==> src/rtl/mul16_rr_sched.sv <==
// mul16_rr_sched: round-robin arbiter sharing one pipelined 16x16 unsigned
// multiplier between NREQ requesters. Each requester may have one operation
// in flight; its product lands in a private response register.
module mul16_rr_sched #(
    parameter int NREQ = 4,
    parameter int LAT  = 2
) (
    input  logic                 clk,
    input  logic                 rst_n,
    input  logic [NREQ-1:0]      req_valid,
    output logic [NREQ-1:0]      req_ready,
    input  logic [NREQ*16-1:0]   req_a,
    input  logic [NREQ*16-1:0]   req_b,
    output logic [NREQ-1:0]      rsp_valid,
    input  logic [NREQ-1:0]      rsp_ready,
    output logic [NREQ*32-1:0]   rsp_z,
    output logic                 busy,
    output logic [15:0]          op_count
);

    localparam int TW = (NREQ > 1) ? $clog2(NREQ) : 1;

    // Unsigned 16x16 product as a sum of shifted partial products.
    function automatic logic [31:0] mul16(input logic [15:0] a, input logic [15:0] b);
        logic [31:0] acc;
        acc = '0;
        for (int i = 0; i < 16; i++) begin
            if (b[i]) acc = acc + ({16'd0, a} << i);
        end
        return acc;
    endfunction

    logic [NREQ-1:0] pending_q, pending_d;
    logic [NREQ-1:0] rsp_valid_q, rsp_valid_d;
    logic [31:0]     rsp_z_q [NREQ];
    logic [31:0]     rsp_z_d [NREQ];
    logic [TW-1:0]   rr_ptr_q, rr_ptr_d;
    logic [15:0]     op_count_q, op_count_d;

    logic            op_vld_q, op_vld_d;
    logic [TW-1:0]   op_tag_q, op_tag_d;
    logic [15:0]     op_a_q, op_a_d;
    logic [15:0]     op_b_q, op_b_d;

    logic [NREQ-1:0] elig;
    logic [NREQ-1:0] grant;
    logic [TW-1:0]   grant_idx;
    logic            found;
    logic [TW:0]     scan_sum;
    logic [TW-1:0]   scan_idx;
    logic [31:0]     prod;

    logic            fin_vld;
    logic [TW-1:0]   fin_tag;
    logic [31:0]     fin_z;

    logic [NREQ-1:0] consume;
    logic [15:0]     done_inc;

    assign elig = req_valid & ~pending_q;

    // Grant the first eligible requester scanning upward from rr_ptr with wrap.
    always_comb begin
        found     = 1'b0;
        grant_idx = '0;
        scan_sum  = '0;
        scan_idx  = '0;
        for (int k = 0; k < NREQ; k++) begin
            scan_sum = {1'b0, rr_ptr_q} + (TW+1)'(k);
            if (scan_sum >= (TW+1)'(NREQ)) scan_sum = scan_sum - (TW+1)'(NREQ);
            scan_idx = scan_sum[TW-1:0];
            if (!found && elig[scan_idx]) begin
                found     = 1'b1;
                grant_idx = scan_idx;
            end
        end
        if (!rst_n) found = 1'b0;
        grant = found ? ({{(NREQ-1){1'b0}}, 1'b1} << grant_idx) : '0;
    end

    assign req_ready = grant;

    // Capture the granted operands and advance the round-robin pointer.
    always_comb begin
        op_vld_d = found;
        op_tag_d = op_tag_q;
        op_a_d   = op_a_q;
        op_b_d   = op_b_q;
        rr_ptr_d = rr_ptr_q;
        if (found) begin
            op_tag_d = grant_idx;
            op_a_d   = req_a[{grant_idx, 4'b0000} +: 16];
            op_b_d   = req_b[{grant_idx, 4'b0000} +: 16];
            rr_ptr_d = (grant_idx == TW'(NREQ-1)) ? '0 : grant_idx + TW'(1);
        end
    end

    assign prod = mul16(op_a_q, op_b_q);

    generate
        if (LAT == 1) begin : g_direct
            assign fin_vld = op_vld_q;
            assign fin_tag = op_tag_q;
            assign fin_z   = prod;
        end else begin : g_pipe
            logic [LAT-2:0] stg_vld_q, stg_vld_d;
            logic [TW-1:0]  stg_tag_q [LAT-1];
            logic [TW-1:0]  stg_tag_d [LAT-1];
            logic [31:0]    stg_z_q   [LAT-1];
            logic [31:0]    stg_z_d   [LAT-1];

            // Shift valid/tag/product down the product pipeline.
            always_comb begin
                stg_vld_d[0] = op_vld_q;
                stg_tag_d[0] = op_tag_q;
                stg_z_d[0]   = prod;
                for (int k = 1; k < LAT-1; k++) begin
                    stg_vld_d[k] = stg_vld_q[k-1];
                    stg_tag_d[k] = stg_tag_q[k-1];
                    stg_z_d[k]   = stg_z_q[k-1];
                end
            end

            // Pipeline valids are cleared by reset so in-flight work is dropped.
            always_ff @(posedge clk) begin
                if (!rst_n) stg_vld_q <= '0;
                else        stg_vld_q <= stg_vld_d;
            end

            // Pipeline tag/product payload carries no reset.
            always_ff @(posedge clk) begin
                for (int k = 0; k < LAT-1; k++) begin
                    stg_tag_q[k] <= stg_tag_d[k];
                    stg_z_q[k]   <= stg_z_d[k];
                end
            end

            assign fin_vld = stg_vld_q[LAT-2];
            assign fin_tag = stg_tag_q[LAT-2];
            assign fin_z   = stg_z_q[LAT-2];
        end
    endgenerate

    // Response registers, pending flags and completion counter.
    always_comb begin
        consume     = rsp_valid_q & rsp_ready;
        rsp_valid_d = rsp_valid_q & ~consume;
        for (int i = 0; i < NREQ; i++) rsp_z_d[i] = rsp_z_q[i];
        if (fin_vld) begin
            rsp_valid_d[fin_tag] = 1'b1;
            rsp_z_d[fin_tag]     = fin_z;
        end
        pending_d = (pending_q & ~consume) | grant;
        done_inc  = '0;
        for (int i = 0; i < NREQ; i++) done_inc = done_inc + {15'd0, consume[i]};
        op_count_d = op_count_q + done_inc;
    end

    // Control and response state; operand payload holds when idle.
    always_ff @(posedge clk) begin
        if (!rst_n) begin
            pending_q   <= '0;
            rsp_valid_q <= '0;
            rr_ptr_q    <= '0;
            op_count_q  <= '0;
            op_vld_q    <= 1'b0;
            for (int i = 0; i < NREQ; i++) rsp_z_q[i] <= '0;
        end else begin
            pending_q   <= pending_d;
            rsp_valid_q <= rsp_valid_d;
            rr_ptr_q    <= rr_ptr_d;
            op_count_q  <= op_count_d;
            op_vld_q    <= op_vld_d;
            for (int i = 0; i < NREQ; i++) rsp_z_q[i] <= rsp_z_d[i];
        end
    end

    // Operand register payload.
    always_ff @(posedge clk) begin
        op_tag_q <= op_tag_d;
        op_a_q   <= op_a_d;
        op_b_q   <= op_b_d;
    end

    genvar gi;
    generate
        for (gi = 0; gi < NREQ; gi++) begin : g_rsp_pack
            assign rsp_z[32*gi +: 32] = rsp_z_q[gi];
        end
    endgenerate

    assign rsp_valid = rsp_valid_q;
    assign busy      = |pending_q;
    assign op_count  = op_count_q;

endmodule

==> config.mk <==
export PLATFORM = sky130hd
export DESIGN_NAME = mul16_rr_sched
export DESIGN_NICKNAME = d
export VERILOG_FILES = /design/src/rtl/mul16_rr_sched.sv
export SDC_FILE = /design/constraint.sdc
export NUM_CORES = 1
export LEC_CHECK = 0
export ABC_AREA = 1
export CAP_MARGIN = 20
export CORE_ASPECT_RATIO = 0.9
export CORE_UTILIZATION = 44
export CTS_CLUSTER_SIZE = 40
export DETAILED_ROUTE_END_ITERATION = 12
export GPL_TIMING_DRIVEN = 0
export PLACE_DENSITY = 0.66
export SYNTH_ARGS = -nofsm -noshare
export SYNTH_HDL_FRONTEND = slang
export SYNTH_SLANG_ARGS = --single-unit
==> constraint.sdc <==
create_clock -name clk -period 23.9 [get_ports clk]
set_input_delay 2.39 -clock clk [delete_from_list [all_inputs] [get_ports clk]]
set_output_delay 2.39 -clock clk [all_outputs]
set_load 0.02 [all_outputs]
==> metrics.log <==
[metrics] most used standard cells in the synthesized netlist: 755 x nand2_1, 444 x nor2_1, 349 x inv_1, 281 x a21oi_1
[metrics] sequential share of the synthesized area: 21.2%
[metrics] Hold Crit Class: register to register
[metrics] Post-CTS Resized: 0
[metrics] area of combinational cells with multiple inputs: 16100 µm²
[metrics] detailed router's first-iteration violation count: 1533
[metrics] fraction of synthesized area in multiplexers: 0.0440%
[metrics] main combinational cell family by area after synthesis: simple AND/OR/NAND/NOR gates
[metrics] Clock H-tree levels: 1
[metrics] transition at the pin with the smallest max-transition slack: 1.15 ns
[metrics] starting density of the core: 44.8%
[metrics] total core area: 50700 µm²
[metrics] I/O Pins: 291
[metrics] arithmetic-cell share of the synthesized area counting full adders, half adders and majority gates: 16.9%
[metrics] WL final: 69.8 mm
[metrics] Vias: 23400
[metrics] most repeated library cell on the critical path: nand2_1
[metrics] critical path data arrival time: 19.87 ns
[metrics] ratio of final minimum period to clock period: 81.5%
[metrics] source-to-sink clock delay at the later pin of the worst-skew pair: 0.52 ns
[metrics] RSZ-0062 raised after global routing: no
[metrics] achievable clock frequency: 0.0513 GHz
[metrics] vias per inst: 5.20
[metrics] async set-reset flop share out of synthesis: 0%
[metrics] worst setup path class: register to register
[metrics] launching element type of the critical path: register
[metrics] buffers inserted by post-CTS timing repair: 0
[metrics] cell with the largest stage delay on the worst path: edfxtp_1
[metrics] area growth from synthesis to layout: 20.2%
[metrics] Yosys cell types: 56
[metrics] Overflow after GRT: 0
[metrics] cells taking the most area after synthesis: dfxtp_1 17%, ha_1 15%, nand2_1 12%
[metrics] fraction of the mapped netlist area in compound gates: 18.8%
[metrics] R2R Path End: g_pipe.stg_z_q[0][30]
[metrics] routed length per placed instance: 15.5 µm
[metrics] critical hold path startpoint: g_pipe.stg_tag_d[1]
[metrics] Pre-Repair DR Iteration Count: 5
[metrics] share of layout cells above drive strength 1: 5.43%
[metrics] critical path's largest stage delay: 0.84 ns
[metrics] area share of the leading cell type in the synthesized netlist: 16.7%
[metrics] reg-to-reg critical path startpoint: op_a_q[1]
[metrics] number of enable flip-flop cells after synthesis: 34
[metrics] pre-CTS setup slack: 4.66 ns
[metrics] Post-Synth XOR/XNOR Area: 4.20%
[metrics] final antenna diode count: 0
[metrics] mean cell area of the mapped netlist: 6.51 µm²
[metrics] final weighted congestion of routability-driven global placement: 0.911
[metrics] nets@finish: 4248
[metrics] Worst R2R Setup Slack: 4.42 ns
[metrics] Simple-Gate Fraction of Synth Area: 30.9%
[metrics] endpoint type of the worst setup path: register
[metrics] largest clock skew in the final design: 0.0116 ns
[metrics] status: complete, no violations
[metrics] Max-Slew Margin vs Limit: 23.1%
[metrics] Detail Route Antenna Nets: 0
[metrics] endpoint with the worst hold slack: g_pipe.stg_tag_q[0][1]
[metrics] clock buffer depth: 3
[metrics] number of cell rows: 78
[metrics] number of warning messages in the yosys log: 0
[metrics] path depth of the worst reg2reg path: 121
[metrics] maximum fanout encountered on the critical timing path: 19
[metrics] number of input and output port buffers inserted: 290
[metrics] DIE HEIGHT: 218 µm
[metrics] Die Outline Area: 52600 µm²
[metrics] area taken by flip-flops and latches: 4820 µm²
[metrics] die span in x: 242 µm
[metrics] cell chosen for the clock root: clkbuf_16
[metrics] Worst Hold Depth: 0
[metrics] pins over their slew limit: 0
[metrics] CP Data Required Time: 24.28 ns
[metrics] number of antenna violations at the first check in global routing: 3
[metrics] DPL Wire Length: 57.4 mm
[metrics] library cell occupying the most area in the post-synthesis netlist: dfxtp_1
[metrics] # setup viols final: 0
[metrics] total nets after synthesis: 3927
[metrics] CTS Hold Buffers Added: 0
[metrics] post-synthesis cell count: 3493
[metrics] clock tree from TritonCTS: yes
[metrics] DRC violations left: 0
[metrics] max-capacitance violation count: 0
[metrics] wire length of the first global-routing pass: 112 mm
[metrics] final-layout fill cell count: 5136
[metrics] Clock Sinks: 224
[metrics] post-synthesis instance area: 22700 µm²
[metrics] total negative setup slack: 0 ns
[metrics] total global-route track usage: 25.9%
[metrics] worst-case setup margin in the final layout: 4.42 ns
[metrics] most instantiated library cell after synthesis: nand2_1
[metrics] Final Hold Vio Count: 0
[metrics] maximum number of pins on one net before global-route repair: 36
[metrics] time the final worst path needs with I/O delays and setup: 19.48 ns
[metrics] clock slew at reported path FFs: 0.06 ns
[metrics] predominant post-synthesis flop cell: dfxtp_1
[metrics] Inserted Clock Buffers: 23
[metrics] number of global-route vias before repair: 21500
[metrics] number of synthesized register bits: 224
==> metal layers <==
layer  part of all wire (%)  vias up  track usage (%)
met1                     50    10500             37.1
met2                     44      629             42.6
met3                    4.8       75             2.20
met4                    1.8        0             5.19
met5                      0        -                0
li1                       -    12300                -
==> final cells by class <==
class / instances / share of cell area, %
well taps: 680 / 3.11
multi-input cells: 2800 / 58.9
clock inverters: 8 / 0.169
flip-flops and latches: 224 / 17.6
clock buffers: 33 / 2.35
inverters: 359 / 4.93
repair buffers: 296 / 11.1
plain buffers: 110 / 1.74
==> how the worst max path moves through the flow <==
stage                          start                     to
final                      op_a_q[1]  g_pipe.stg_z_q[0][30]
after global routing       op_a_q[1]  g_pipe.stg_z_q[0][30]
after CTS                  op_a_q[1]  g_pipe.stg_z_q[0][30]
after detailed placement   op_a_q[1]  g_pipe.stg_z_q[0][30]
after global placement    op_a_q[11]  g_pipe.stg_z_q[0][30]
after floorplan            op_b_q[0]  g_pipe.stg_z_q[0][30]
==> flip-flops by register name, indices dropped and copies added, names as in the netlist <==
signal            flops
fin_vld               1
g_pipe.stg_tag_d      2
g_pipe.stg_tag_q      2
g_pipe.stg_vld_d      1
g_pipe.stg_z_q       32
op_a_q               16
op_b_q               16
op_count             16
pending_q             4
rr_ptr_q              2
rsp_valid             4
rsp_z_q             128
==> metrics by stage <==
stage	util (%)	std cells	area, µm²	hold WS (ns)
floorplan	-	3493	22700	0.323
CTS	53.8	4508	27300	0.397
finish	53.9	4510	27300	0.388
global placement	52.2	4463	26500	0.378
global route	53.9	4510	27300	0.392
detailed placement	52.4	4467	26600	0.378
==> logic make-up (layout without fill, tap and decap cells) <==
| group | count (synthesis) | count (layout) |
|---|---|---|
| buffers and inverters | 469 | 806 |
| adders and majority gates | 296 | 296 |
| DFF | 224 | 224 |
| xor gates and xnor gates | 109 | 109 |
| and+or+nand+nor | 1646 | 1646 |
| AOI/OAI and AO/OA | 748 | 748 |
| muxes | 1 | 1 |
==> layout by cell type, fill, tap and decap left out, drive strengths merged, types with 24 or more instances in the layout <==
| master | netlist | final |
|---|---|---|
| a21oi | 286 | 286 |
| and2 | 53 | 53 |
| buf | 37 | 43 |
| clkbuf | 73 | 106 |
| clkdlybuf4s50 | 0 | 290 |
| dfxtp | 190 | 190 |
| edfxtp | 34 | 34 |
| ha | 278 | 278 |
| inv | 355 | 356 |
| nand2 | 777 | 777 |
| nand3 | 278 | 278 |
| nor2 | 444 | 444 |
| nor3 | 24 | 24 |
| o21ai | 338 | 338 |
| o32ai | 36 | 36 |
| or2 | 46 | 46 |
| xnor2 | 50 | 50 |
| xor2 | 59 | 59 |
==> critical path: cells and delay by family (launching register included) <==
kind                       cells  cell delay (ns)
and+or+nand+nor               54             6.70
DFF                            1             0.84
buffers and inverters         13             0.79
xor gates and xnor gates       8             1.18
adders and majority gates     16             4.91
AOI/OAI and AO/OA             30             4.87
Power is not shown: default switching activity piles up to over one toggle a cycle in this logic, so the estimate is an artifact.
